### src/rtl/softmax_stream_tx_16.sv
// Element buffer plus AXI4-Stream transmitter: collects a vector of elements, then
// emits them two per beat (even element in the low half) with registered outputs.
module softmax_stream_tx_16 #(
    parameter int unsigned          data_size    = 16,
    parameter logic [data_size-1:0] pad_value    = 16'h8000,
    parameter int unsigned          buffer_depth = 256
) (
    input  logic                     axi_clock_i,
    input  logic                     axi_reset_i,
    input  logic                     start_i,
    input  logic [7:0]               vector_length_i,
    input  logic                     wr_valid_i,
    input  logic [data_size-1:0]     wr_data_i,
    output logic                     wr_ready_o,
    output logic                     busy_o,
    output logic                     done_o,
    output logic                     m_axis_valid_o,
    output logic [2*data_size-1:0]   m_axis_data_o,
    output logic                     m_axis_last_o,
    input  logic                     m_axis_ready_i
);

    typedef enum logic [1:0] {
        IDLE = 2'd0,
        LOAD = 2'd1,
        SEND = 2'd2,
        DONE = 2'd3
    } state_t;

    state_t                 state_r;
    state_t                 next_state_s;
    logic [data_size-1:0]   mem_r [buffer_depth];
    logic [7:0]             len_r;
    logic [7:0]             wr_idx_r;
    logic [7:0]             beat_r;
    logic                   wr_ready_r;
    logic                   busy_r;
    logic                   done_r;
    logic                   valid_r;
    logic                   last_r;
    logic [2*data_size-1:0] data_r;

    logic                   wr_fire_s;
    logic                   start_ok_s;
    logic                   last_wr_s;
    logic                   out_fire_s;
    logic                   load_beat_s;
    logic                   final_beat_s;
    logic [7:0]             num_beats_s;
    logic [7:0]             lo_idx_s;
    logic [7:0]             hi_idx_s;
    logic [data_size-1:0]   lo_elem_s;
    logic [data_size-1:0]   hi_elem_s;

    // Handshake qualifiers and buffer read of the next beat's element pair
    always_comb begin
        wr_fire_s    = wr_valid_i & wr_ready_r;
        start_ok_s   = start_i & (vector_length_i != 8'd0);
        last_wr_s    = (wr_idx_r == (len_r - 8'd1));
        out_fire_s   = valid_r & m_axis_ready_i;
        num_beats_s  = {1'b0, len_r[7:1]} + {7'd0, len_r[0]};
        // A new beat may enter the output register when it is empty or draining now
        load_beat_s  = (~valid_r | m_axis_ready_i) & (beat_r < num_beats_s);
        final_beat_s = (beat_r == (num_beats_s - 8'd1));
        lo_idx_s     = {beat_r[6:0], 1'b0};
        hi_idx_s     = {beat_r[6:0], 1'b1};
        lo_elem_s    = mem_r[lo_idx_s];
        if (final_beat_s && len_r[0]) begin
            hi_elem_s = pad_value;
        end else begin
            hi_elem_s = mem_r[hi_idx_s];
        end
    end

    // Next-state decode
    always_comb begin
        next_state_s = state_r;
        case (state_r)
            IDLE: begin
                if (start_ok_s) begin
                    next_state_s = LOAD;
                end else begin
                    next_state_s = IDLE;
                end
            end
            LOAD: begin
                if (wr_fire_s && last_wr_s) begin
                    next_state_s = SEND;
                end else begin
                    next_state_s = LOAD;
                end
            end
            SEND: begin
                if (out_fire_s && last_r) begin
                    next_state_s = DONE;
                end else begin
                    next_state_s = SEND;
                end
            end
            DONE:    next_state_s = IDLE;
            default: next_state_s = IDLE;
        endcase
    end

    // State register
    always_ff @(posedge axi_clock_i or posedge axi_reset_i) begin
        if (axi_reset_i) begin
            state_r <= IDLE;
        end else begin
            state_r <= next_state_s;
        end
    end

    // Counters, status flags and the stream output register
    always_ff @(posedge axi_clock_i or posedge axi_reset_i) begin
        if (axi_reset_i) begin
            len_r      <= 8'd0;
            wr_idx_r   <= 8'd0;
            beat_r     <= 8'd0;
            wr_ready_r <= 1'b0;
            busy_r     <= 1'b0;
            done_r     <= 1'b0;
            valid_r    <= 1'b0;
            last_r     <= 1'b0;
            data_r     <= '0;
        end else begin
            wr_ready_r <= (next_state_s == LOAD);
            busy_r     <= (next_state_s != IDLE);
            done_r     <= (next_state_s == DONE);
            case (state_r)
                IDLE: begin
                    if (start_ok_s) begin
                        len_r    <= vector_length_i;
                        wr_idx_r <= 8'd0;
                        beat_r   <= 8'd0;
                    end
                end
                LOAD: begin
                    if (wr_fire_s) begin
                        wr_idx_r <= wr_idx_r + 8'd1;
                    end
                end
                SEND: begin
                    if (load_beat_s) begin
                        data_r  <= {hi_elem_s, lo_elem_s};
                        valid_r <= 1'b1;
                        last_r  <= final_beat_s;
                        beat_r  <= beat_r + 8'd1;
                    end else if (out_fire_s) begin
                        valid_r <= 1'b0;
                        last_r  <= 1'b0;
                    end
                end
                DONE: begin
                    valid_r <= 1'b0;
                    last_r  <= 1'b0;
                end
                default: begin
                    valid_r <= 1'b0;
                    last_r  <= 1'b0;
                end
            endcase
        end
    end

    // Element storage; contents survive reset since every vector rewrites what it reads
    always_ff @(posedge axi_clock_i) begin
        if (wr_fire_s) begin
            mem_r[wr_idx_r] <= wr_data_i;
        end
    end

    assign wr_ready_o     = wr_ready_r;
    assign busy_o         = busy_r;
    assign done_o         = done_r;
    assign m_axis_valid_o = valid_r;
    assign m_axis_data_o  = data_r;
    assign m_axis_last_o  = last_r;

endmodule

### config.mk
export PLATFORM = sky130hd
export DESIGN_NAME = softmax_stream_tx_16
export DESIGN_NICKNAME = d
export VERILOG_FILES = /design/src/rtl/softmax_stream_tx_16.sv
export SDC_FILE = /design/constraint.sdc
export NUM_CORES = 2
export LEC_CHECK = 0
export BUFFER_PORTS_ARGS = -buffer_cell sky130_fd_sc_hd__buf_2
export CELL_PAD_IN_SITES_DETAIL_PLACEMENT = 1
export CELL_PAD_IN_SITES_GLOBAL_PLACEMENT = 1
export CORE_ASPECT_RATIO = 0.9
export CORE_MARGIN = 2
export CORE_UTILIZATION = 40
export CTS_CLUSTER_DIAMETER = 120
export DETAILED_ROUTE_END_ITERATION = 10
export GPL_ROUTABILITY_DRIVEN = 0
export PLACE_DENSITY = 0.55
export SYNTH_ARGS = -nofsm -noshare
export SYNTH_HDL_FRONTEND = slang
export SYNTH_SLANG_ARGS = --single-unit
export TNS_END_PERCENT = 50
### constraint.sdc
create_clock -name axi_clock_i -period 7 [get_ports axi_clock_i]
set_clock_uncertainty 0.1 [all_clocks]
set_input_delay 1.75 -clock axi_clock_i [delete_from_list [all_inputs] [get_ports axi_clock_i]]
set_output_delay 1.75 -clock axi_clock_i [all_outputs]
set_load 0.01 [all_outputs]
# After elaboration in Yosys (flattened, before gate mapping)
# Memory sizes are Yosys's and may differ from the RTL's. A register that Yosys moved wholly into a read port is not among the register bits.
# Cells that the tools add are included.
# word_totals
reg_bits,63
out_inout_bits,37
mem_count,1
ramBits,4096
# classes
muxes,17
order_cmp,1
addsub,5
eq_ne,11
reduce_logical,14
bitwise_logic,6
# memory_table
memory,depth,width,read_ports,rd_ports_with_merged_regs,wr,line,rtl
mem_r,256,16,2,1,1,32,logic [data_size-1:0] mem_r [buffer_depth];
# op_table
cell,count
$pmux 8 s2,2
$mux 8,3
$add 8x1->8 const B,2
$eq 8x8->1,2
$mux 16,1
$sub 8x1->8 const B,2
$add 7x1->8,1
$lt 8x8->1,1
$pmux 2 s4,1
$reduce_bool 2->1,4
$reduce_bool 8->1,1
$mux 1,7
$eq 2x2->1 const B,3
$ne 2x2->1 const B,3
$reduce_and 2->1,3
$reduce_and 3->1,2
$and 1x1->1,4
$eq 2x1->1 const B,2
$pmux 1 s2,2
$logic_and 1x1->1,3
$ne 3x3->1 const B,1
$logic_not 2->1,1
$mux 2,1
$not 1->1,1
$or 1x1->1,1

# Longest topological paths before layout
# depth
ltp_word,6
depth_mapped,18
depth_no_buf,12

# Worst setup path before layout
# OpenSTA, ideal clock, no wires.
# synth_timing
path_type,input -> register
startpoint,input m_axis_ready_i
endpoint,register beat_r[4]
arrival_time_ns,3.349
n_path_buf,2
stages,9
path_slack_ns,3.411
cell_sequence,nand2b_1 > nand2b_1 > or3_1 > a211o_1 > and2_1 > clkbuf_1 > buf_2 > o311ai_0 > o41ai_1
# synth_between
elab_chain_len,4
# synth_rtl
item,line,rtl
"start, declared",20,input logic m_axis_ready_i
$or 1x1->1,63,load_beat_s = (~valid_r | m_axis_ready_i) & (beat_r < num_beats_s);
$and 1x1->1,63,
$ne 2x2->1 (no source line),n/a,
$reduce_and 3->1 (no source line),n/a,
"end signal, assigned",148,beat_r <= beat_r + 8'd1;
"end, declared",35,logic [7:0] beat_r;
# No other way between the ends.
# A chain may end at the register's enable or synchronous reset.

# Worst setup path after layout
# layout_timing
startpoint,register beat_r[0]
endpoint,"register data_r[2], in the netlist m_axis_data_o[2], read port of mem_r"
# layout_between
elab_chain_len,3
# layout_rtl
item,line,rtl
$lt 8x8->1,63,
$and 1x1->1,63,
$reduce_and 2->1 (no source line),n/a,
"end, declared",41,logic [2*data_size-1:0] data_r;
# Several ways; a longest one is shown, not always the timed one.

==> results.yml <==
outcome:
  outcome: "complete, no violations"
critical_path:
  worstPathRequired_ps: 7730
  r2r-end: "m_axis_data_o[2]$_DFFE_PP0P_"
  start_kind: "register"
  end_kind: "register"
  regToRegSetupSlack_ps: 2030
  critPathArrivalTime_ps: 5690
  worstSetupPathType: "register to register"
  timing.rr.start: "beat_r[0]$_DFFE_PP0P_"
  cp_max_fo: 63
  reg2regPathDepth: 8
sta:
  drv_slew: 0
  layout_worst_path_cycle_share: 0.709
  rsz0062_at_grt: "no"
  final.setup.tns_ps: 0
  fin_ws_ps: 2030
  setup_viol: 0
  fmax_mhz: 201
  hold_viol: 0
  worst_slew_margin_rel: 0.0843
  worst_slew_pin_slew_ps: 1370
  timing.final.crit_period_ps: 4970
floorplan:
  core_um2: 399000
  fp-row-count: 220
  die_area_um2: 406000
  die_y_um: 605
  start_util: 0.402
  io_pins: 66
  die-width_um: 671
power:
  peakVddDrop_uv: 225
  power.density_nw_per_um2: 319
  leakage_nw: 55.3
global_routing:
  grt_pass1_vias: 79568
  grt_use_total: 0.227
  antenna_found_initial: 28
  grt_pass1_wl_mm: 648
  overflow: 0
  grt_max_degree: 193
yosys:
  synth-edff-count: 4096
  synthTopCellsByArea: "edfxtp_1 (77%), mux4_2 (16%), mux2i_1 (1.1%), dfrtp_1 (0.98%), nor2_1 (0.76%)"
  async_reset_ff_frac: 0.0151
  synth_seq_area_share: 0.777
  synthesis.area_um2: 160000
  yosysTopAreaCellShare: 0.767
  ys_ff_latch: 4159
  synth_cell_types: 73
  synth_ff_type: "edfxtp_1"
  syn_area_per_cell_um2: 22.9
  yosysTopAreaCell: "edfxtp_1"
  synth_fp_nets: 7036
  syn_inst: 6992
  yosys_warnings: 0
route:
  vias: 77307
  antenna_left: 0
  wl_per_cell_um: 35.2
  drc: 0
  routed_wl_mm: 464
  vias_per_cell: 5.86
  drt_iter0_drc: 9322
  drtPass1Iterations: 5
cts:
  numCtsBuffers: 443
  clock_latency_ps: 980
  cts_buffer_depth: 4
  clock-sinks: 4159
  post-cts-setup-buffer-count: 0
  cts_resized: 0
  postCtsHoldBufs: 0
  ctsRootBufferMaster: "clkbuf_16"
  clk_pin_slew_ps: 60
  cts_max_level: 5
  cts_tree: "done"
placement:
  place_ws_ps: 1790
  dp_hpwl_mm: 263
  portBuffers: 65
  dp.cells: 12361
finish:
  layout_common_cells: "edfxtp_1 (4096), mux4_2 (1142), clkbuf_16 (452)"
  utilization: 0.461
  area_delta_synth_final_pct: 14.7
  layout.cells.most_common: "edfxtp_1"
  stdcell_count: 13183
  drive_gt1_frac: 0.311
  finalNetCount: 7523
  fill_cells: 35478
job:
  drv_cap: 0
worst_hold_path:
  hold_path_class: "register to register"
  whs_endpoint: "m_axis_data_o[14]$_DFFE_PP0P_"
  hp-start: "m_axis_data_o[14]$_DFFE_PP0P_"
  holdPathStages: 2
power by group:
group,internal [mW],total [mW],switching [mW]
clock network,13.8,23.6,9.80
logic,3.01,6.97,3.97
registers,27.6,28.0,0.404
total,44.5,58.6,14.2
area by class of cell:
cell class                      instances  area (µm²)  area share
Clock buffer                          556       11900      0.0646
Tap cell                             5328        6670      0.0363
Clock inverter                        256        2660      0.0145
Multi-Input combinational cell       2418       34200       0.186
Sequential cell                      4159      125000       0.678
Timing Repair Buffer                  440        3730      0.0203
Inverter                               17        73.8    0.000402
Antenna cell                            9        22.5    0.000123
state kept, by name, indices dropped and copies added (netlist names):
name / count
state_r: 2
m_axis_valid_o: 1
done_o: 1
m_axis_last_o: 1
mem_r: 4096
wr_ready_o: 1
wr_idx_r: 8
busy_o: 1
beat_r: 8
len_r: 8
m_axis_data_o: 32
synthesized netlist by cell type, types with 19 or more instances:
cell	instances
a21oi_1	72
a22oi_1	95
nand3_1	56
o221ai_1	19
nand2_1	146
mux2i_1	173
nor2b_1	26
buf_6	29
o22ai_1	48
buf_1	44
a31oi_1	23
clkbuf_1	151
buf_4	44
o21ai_0	38
edfxtp_1	4096
nor2_1	326
buf_2	129
mux4_2	1142
dfrtp_1	63
logic make-up (layout without fill, tap and decap cells):
group / Yosys count / in the layout / share of synthesized area
compound gates: 402 / 402 / 0.0172
xor+xnor: 32 / 32 / 0.00183
fa+ha+maj: 16 / 16 / 0.00123
buf+inv: 415 / 1269 / 0.0131
flops: 4159 / 4159 / 0.777
mux: 1329 / 1329 / 0.172
other cells: 0 / 9 / 0
simple gates: 639 / 639 / 0.0172
critical path: stages (launching register included):
cell and delay [ps]:
dfrtp_4 1000, buf_12 460, buf_12 420, mux4_2 560, mux4_2 560, a22oi_1 570, nand2_1 160, nor3_1 650
o41ai_1 170
per-stage QoR:
step / cell area (µm²) / power, mW / hold slack (ps)
3_5_place_dp: 169000 / 35.6 / 478
3_3_place_gp: 169000 / 35.6 / 485
6_report: 184000 / 58.6 / 477
4_1_cts: 184000 / 59.2 / 493
5_1_grt: 184000 / 60.4 / 492
2_1_floorplan: 160000 / 32.9 / 411
worst max-delay path by stage:
stage / startpoint / cells past startpoint / to / slack (ps)
detailed placement: beat_r[0]$_DFFE_PP0P_ / 8 / m_axis_data_o[2]$_DFFE_PP0P_ / 1790
CTS: beat_r[0]$_DFFE_PP0P_ / 8 / m_axis_data_o[2]$_DFFE_PP0P_ / 1810
floorplan: m_axis_ready_i / 9 / beat_r[4]$_DFFE_PP0P_ / 3410
finish: beat_r[0]$_DFFE_PP0P_ / 8 / m_axis_data_o[2]$_DFFE_PP0P_ / 2030
global placement: beat_r[0]$_DFFE_PP0P_ / 8 / m_axis_data_o[2]$_DFFE_PP0P_ / 1780
global route: beat_r[0]$_DFFE_PP0P_ / 8 / m_axis_data_o[2]$_DFFE_PP0P_ / 1680
metal layers:
layer  vias up  wire [µm]  track usage
li1      30760          -            -
met1     43219     208000        0.343
met2      2743     212000        0.346
met3       581      33100       0.0395
met4         4      10500       0.0505
met5         -         27            0
Note: power is estimated with default switching activity, not from simulation.
